[src/rtl/accum58_pkg.sv]
// Shared widths and FSM state encoding for the accum58 sequencer.
package accum58_pkg;
  localparam int unsigned ACC_W  = 58;
  localparam int unsigned TERM_W = 27;
  localparam int unsigned RES_W  = ACC_W + 1;

  typedef enum logic [1:0] {
    IDLE  = 2'd0,
    ACCUM = 2'd1,
    DONE  = 2'd2
  } state_e;
endpackage

[src/rtl/accum58_add.sv]
// Combinational 58-bit + zero-extended 27-bit adder; sum_c[ACC_W] is the carry out.
module accum58_add
  import accum58_pkg::*;
(
  input  logic [ACC_W-1:0]  acc,
  input  logic [TERM_W-1:0] term,
  output logic [ACC_W:0]    sum_c
);
  assign sum_c = (ACC_W+1)'(acc) + (ACC_W+1)'(term);
endmodule

[src/rtl/accum58_sequencer.sv]
// Job sequencer: loads an initial value, accumulates num_terms streamed terms, hands off {ovf, acc}.
// Define ACCUM58_SAT_EN to clamp the accumulator at all-ones on overflow instead of wrapping.
module accum58_sequencer
  import accum58_pkg::*;
#(
  parameter int unsigned CNT_W = 5
) (
  input  logic              clk,
  input  logic              rst_n,
  input  logic              start,
  input  logic [CNT_W-1:0]  num_terms,
  input  logic [ACC_W-1:0]  init_acc,
  input  logic              term_valid,
  input  logic [TERM_W-1:0] term_data,
  output logic              term_ready,
  output logic              busy,
  output logic              res_valid,
  input  logic              res_ready,
  output logic [RES_W-1:0]  result
);

  state_e             state_q, state_d;
  logic [ACC_W-1:0]   acc_q, acc_d;
  logic               ovf_q, ovf_d;
  logic [CNT_W-1:0]   cnt_q, cnt_d;
  logic [ACC_W:0]     sum_c;

  accum58_add u_add (
    .acc   (acc_q),
    .term  (term_data),
    .sum_c (sum_c)
  );

  // State register plus datapath registers
  always_ff @(posedge clk or negedge rst_n) begin
    if (!rst_n) begin
      state_q <= IDLE;
      acc_q   <= '0;
      ovf_q   <= 1'b0;
      cnt_q   <= '0;
    end else begin
      state_q <= state_d;
      acc_q   <= acc_d;
      ovf_q   <= ovf_d;
      cnt_q   <= cnt_d;
    end
  end

  // Next-state and datapath update
  always_comb begin
    state_d = state_q;
    acc_d   = acc_q;
    ovf_d   = ovf_q;
    cnt_d   = cnt_q;
    unique case (state_q)
      IDLE: begin
        if (start) begin
          acc_d   = init_acc;
          ovf_d   = 1'b0;
          cnt_d   = num_terms;
          state_d = (num_terms == '0) ? DONE : ACCUM;
        end
      end
      ACCUM: begin
        if (term_valid) begin
          cnt_d = cnt_q - CNT_W'(1);
          ovf_d = ovf_q | sum_c[ACC_W];
`ifdef ACCUM58_SAT_EN
          // Once clamped, stay pinned at all-ones for the rest of the job
          acc_d = (sum_c[ACC_W] || ovf_q) ? '1 : sum_c[ACC_W-1:0];
`else
          acc_d = sum_c[ACC_W-1:0];
`endif
          if (cnt_q == CNT_W'(1)) state_d = DONE;
        end
      end
      DONE: begin
        if (res_ready) state_d = IDLE;
      end
      default: state_d = IDLE;
    endcase
  end

  // Handshake flags decode the state register only
  assign term_ready = (state_q == ACCUM);
  assign busy       = (state_q != IDLE);
  assign res_valid  = (state_q == DONE);
  assign result     = {ovf_q, acc_q};

endmodule

[config.mk]
export PLATFORM = sky130hd
export DESIGN_NAME = accum58_sequencer
export DESIGN_NICKNAME = d
export VERILOG_FILES = /design/src/rtl/accum58_pkg.sv /design/src/rtl/accum58_add.sv /design/src/rtl/accum58_sequencer.sv
export SDC_FILE = /design/constraint.sdc
export NUM_CORES = 1
export LEC_CHECK = 0
export CAP_MARGIN = 10
export CORE_MARGIN = 5
export CORE_UTILIZATION = 39
export DETAILED_ROUTE_END_ITERATION = 6
export PLACE_DENSITY = 0.77
export REMOVE_ABC_BUFFERS = 1
export SLEW_MARGIN = 20
export SYNTH_ARGS = -nofsm -noshare
export SYNTH_HDL_FRONTEND = slang
export SYNTH_SLANG_ARGS = --single-unit
[constraint.sdc]
create_clock -name clk -period 2.8 [get_ports clk]
set_clock_uncertainty 0.15 [all_clocks]
set_input_delay 0.28 -clock clk [delete_from_list [all_inputs] [get_ports clk]]
set_output_delay 0.28 -clock clk [all_outputs]
set_load 0.01 [all_outputs]
### Word level (Yosys, flattened, before mapping)

Index checks and enable logic that the tools add are counted.

* register bits after elaboration: 66
* input port bits: 95
* output and inout bits: 62
* logic and storage cells: 35

* $add $sub $neg: 2
* equality and inequality tests: 7
* muxes and demuxes: 15
* bitwise logic cells: 1
* reductions and logical operators: 6

Operators with widths (number)
* $mux W58: 2
* $pmux W58 S2: 1
* $add A58 B27 Y59: 1
* $mux W2: 5
* $mux W5: 2
* $pmux W5 S2: 1
* $pmux W2 S3: 1
* $eq A5 B1 Y1 const B: 1
* $logic_not A5 Y1: 1
* $sub A5 B1 Y5 const B: 1
* $ne A2 B1 Y1 const B: 2
* $ne A2 B2 Y1 const B: 2
* $reduce_and A4 Y1: 1
* $reduce_bool A2 Y1: 2
* $reduce_and A3 Y1: 1
* $eq A2 B1 Y1 const B: 1
* $eq A2 B2 Y1 const B: 1
* $logic_not A2 Y1: 1
* $mux W1: 2
* $pmux W1 S2: 1
* $or A1 B1 Y1: 1

### Logic depth before layout (Yosys ltp)

* depth in word-level cells: 4
* gate-level depth with buffers: 11
* depth with buffers taken out: 10

### By module

From an unflattened synthesis, not the netlist that was laid out.

* cell total of the unflattened synthesis: 635
* area total of the unflattened synthesis: 5529.1 µm²

Modules (own cells, without submodules)
* accum58_sequencer: instances 1, cells each 321, area an instance 3353.2 µm², seq. area each 1651.6 µm²
* accum58_add: instances 1, cells each 314, area an instance 2175.8 µm², seq. area each 0.0 µm²

### Worst setup path before layout

OpenSTA, ideal clock, no wires.

* kind: reg-to-reg
* start point: reg acc_q[0]
* end point: reg acc_q[44]
* library setup time: 119 ps
* data arrival time: 2564 ps
* required time: 2531 ps
* slack: -33 ps
* cell stages (with the launch flop): 12
* path buffers: 1
* period minus slack after synthesis: 2833 ps
* cell sequence: dfrtp_1 ha_1 fa_1 a21o_1 a221oi_2 a211oi_2 o2111ai_2 a21oi_2 and2_4 buf_6 o21a_1 o21a_1

* word-level cells in the longest chain between the ends: 3

RTL lines
* start: declaration: line accum58_sequencer.sv:23 `logic [ACC_W-1:0] acc_q, acc_d;`
* start signal: assignment: line accum58_sequencer.sv:38 `acc_q <= '0;`
* start signal: assignment: line accum58_sequencer.sv:43 `acc_q <= acc_d;`
* $add A58 B27 Y59: line accum58_add.sv:9 `assign sum_c = (ACC_W+1)'(acc) + (ACC_W+1)'(term);`
* $mux W58: line accum58_sequencer.sv:65 `if (term_valid) begin`
* $pmux W58 S2: line accum58_sequencer.sv:55 `unique case (state_q)`

No other way between the ends. The select of a mux whose other input is x is not followed.
A chain may end at the register's enable or synchronous reset.

### Worst setup path after layout

Ends and elaborated chain as after synthesis.

==> run metrics <==
sequential area share after synthesis=33.1%; gp weighted congestion=0.915; Netlist cell types=70; CTS max path bufs=2; CP max FO=7; Hold Violations, Final=0; Post-synth EDFFs=0; leakage power figure=3.36 nW; share of layout cells above drive strength 1=21.6%; final core occ=63.8%; CTS root buf=clkbuf_16; worst min path class=in -> async; post-route ant nets=0; Die Width=123 um; asr flop ratio synth=100%; Synth area leader=dfrtp_1; CP Launch Type=register; die height=123 um; Worst-path clk slew=0.06 ns; Pre-Repair DR Iteration Count=5; vias per inst=5.72; Mapped Area=0.00499 mm^2; synth top area cells=dfrtp_1 33%, ha_1 7.3%, a21oi_1 5.8%, nor2_1 4.7%, o21ai_0 4.4%; num rows=41; Worst-Skew Late Latency=0.33 ns; fin worst setup slack=0.0522 ns; slew margin rel.=67.1%; CORE AREA=0.0126 mm^2; CTS tree=built; P&R area growth vs syn=60.5%; synthesized flop and latch total=66; ant diodes=0; first-pass GRT wire length=29,500 um; Post-Layout Cell Count=1,032; maximum VDD drop=0.588 mV; Initial Utilization=39.7%; WS Path Type=reg -> reg; cell area after layout=0.00802 mm^2; total track usage=24.1%; Synth Area in Compound Gates=29.1%; NumNets Final=981; Synth Area in Adders=7.67%; outcome=complete, no violations; starting DRC count in detailed routing=374; drt wl/cell=17.9 um; Fmax achieved=364 MHz; yosys warns=0; CP Capture Type=register; WP data required=2.87 ns; # Max-Cap Violations=0; Post-Synth Simple-Gate Area=21.3%; level count of the clock H-tree=3; RSZ-0062 raised after global routing=true; largest net degree at the start of global routing=44; cells after synthesis=609; Placed Cells=1,006; via total after detailed routing=5,900; Critical Path AT=2.82 ns; CTS sink count=66; Final Cycle Share=98.1%; post-layout min period=2.75 ns; pwr dens=1190 mW/mm^2; XOR/XNOR Fraction of Synth Area=4.21%; initial antenna violation count=0; Avg Inst Size Synth=8.20 um^2; power consumption=9.52 mW; multiplexer share of the synthesized area=0.225%; Finish-stage setup viols=0; I/O Pins=157; post-route DRC violation count=0; Final Max Tran Viols=0; total die area=0.0152 mm^2; Remaining Overflow, GRT=0; largest family of logic cells by synthesized area=compound AO/OA/AOI/OAI gates; Detail Placement HPWL=13,700 um; port bufs=156; Synth Flop Type=dfrtp_1; top cell type's share of synthesized area=33.1%; slew at the pin closest to its max-slew limit=0.493 ns; Placement Setup Slack=-0.461 ns; DRT Wirelength=18,500 um; placed cell area=0.00742 mm^2; number of global-route vias before repair=5,956; Num CTS Buffers=9
## worst max-delay path, stage by stage (launching register included)
cell       delay (ns)
dfrtp_1          0.39
ha_2             0.19
fa_2             0.34
a21o_1           0.19
a221oi_2         0.28
a211oi_2         0.14
o2111ai_2        0.29
a21oi_4          0.14
and2_4           0.19
o21a_1           0.17
o21a_1           0.16
## flip-flops by register name, indices dropped and copies added (netlist names)
register  count
state_q       2
cnt_q         5
ovf_q         1
acc_q        58
## cell type report
| type | count | area (um^2) |
|---|---|---|
| Clock buffer | 12 | 246 |
| Clock inverter | 3 | 40.0 |
| Fill cell | 1060 | 4550 |
| Inverter | 9 | 33.8 |
| Multi-Input combinational cell | 495 | 3340 |
| Sequential cell | 66 | 1650 |
| Tap cell | 172 | 215 |
| Timing Repair Buffer | 275 | 2490 |
## layer usage
metal  vias up  GRT usage, %  wire length [um]
li1       2779             -                 -
met1      2803          31.2              7770
met2       271          40.6              8840
met3        47          4.62              1360
met4         0          7.68               480
met5         -             0                 0
## power breakdown
group	internal [mW]	switching, mW	total [mW]
sequential	1.43	0.517	1.95
combinational	3.29	3.15	6.44
clock	0.707	0.420	1.13
## placed cells by master, fill, tap and decap left out, types with 4 or more instances in the layout
| cell | count |
|---|---|
| inv_1 | 9 |
| a311oi_1 | 8 |
| nand4_1 | 20 |
| xor2_1 | 5 |
| a21oi_1 | 51 |
| and3_1 | 15 |
| a21oi_4 | 4 |
| clkdlybuf4s50_1 | 154 |
| nor3_1 | 14 |
| buf_4 | 112 |
| a211oi_2 | 5 |
| o21bai_1 | 4 |
| nand2_1 | 53 |
| a311oi_2 | 5 |
| ha_1 | 24 |
| o22ai_1 | 29 |
| nor2_1 | 61 |
| nand3_1 | 18 |
| o21a_1 | 7 |
| ha_4 | 4 |
| a21o_1 | 17 |
| or3_1 | 8 |
| a21oi_2 | 7 |
| a211oi_1 | 6 |
| clkbuf_16 | 9 |
| o21ai_0 | 38 |
| xnor2_1 | 19 |
| buf_6 | 5 |
| o21ai_1 | 7 |
| dfrtp_1 | 66 |
## kinds of logic after synthesis
family / count (synthesis)
AO/OA/AOI/OAI: 221
XOR/XNOR: 24
adder cells (fa/ha/maj): 30
buffers and inverters: 49
flip-flops: 66
multiplexers: 1
AND/OR/NAND/NOR: 218
## through the flow
stage                     setup TNS, ns  hold WS, ns
after floorplan                  -41.34       -0.166
after global placement           -11.71        0.120
after detailed placement         -13.99        0.121
after CTS                             0        0.316
after global routing             -0.351        0.368
final                                 0        0.301
## path summary, 6_finish.rpt
kind | start | end | slack [ns] | cells past startpoint
max in group asynchronous | rst_n | acc_q[43] | 1.43 | 3
min in group clk | ovf_q | ovf_q | 0.35 | 1
worst max register to register | acc_q[0] | acc_q[44] | 0.05 | 10
worst min-delay path | rst_n | acc_q[16] | 0.30 | 2
worst min register to register | ovf_q | ovf_q | 0.35 | 1
worst max-delay path | acc_q[0] | acc_q[44] | 0.05 | 10
## repair_timing
action / 4_1_cts / 5_1_grt
buffers inserted: 4 / 5
pin swaps: 8 / 20
resized for setup: 8 / 37
cloned: 1 / 0
setup endpoints to repair: 21 / 38
hold endpoints to repair: 19 / 0
hold buffers: 1 / 0
## synth_stat cells (9+ instances only)
master,count
dfrtp_1,66
nor3_1,15
a21oi_1,58
o22ai_1,30
a311oi_1,12
clkbuf_1,26
nand2_1,53
and3_1,16
xnor2_1,19
nor2_1,62
nand4_1,20
nand3_1,18
a21o_1,18
o21ai_0,44
inv_1,9
ha_1,29
No activity file was read; power rests on OpenSTA's default activity.
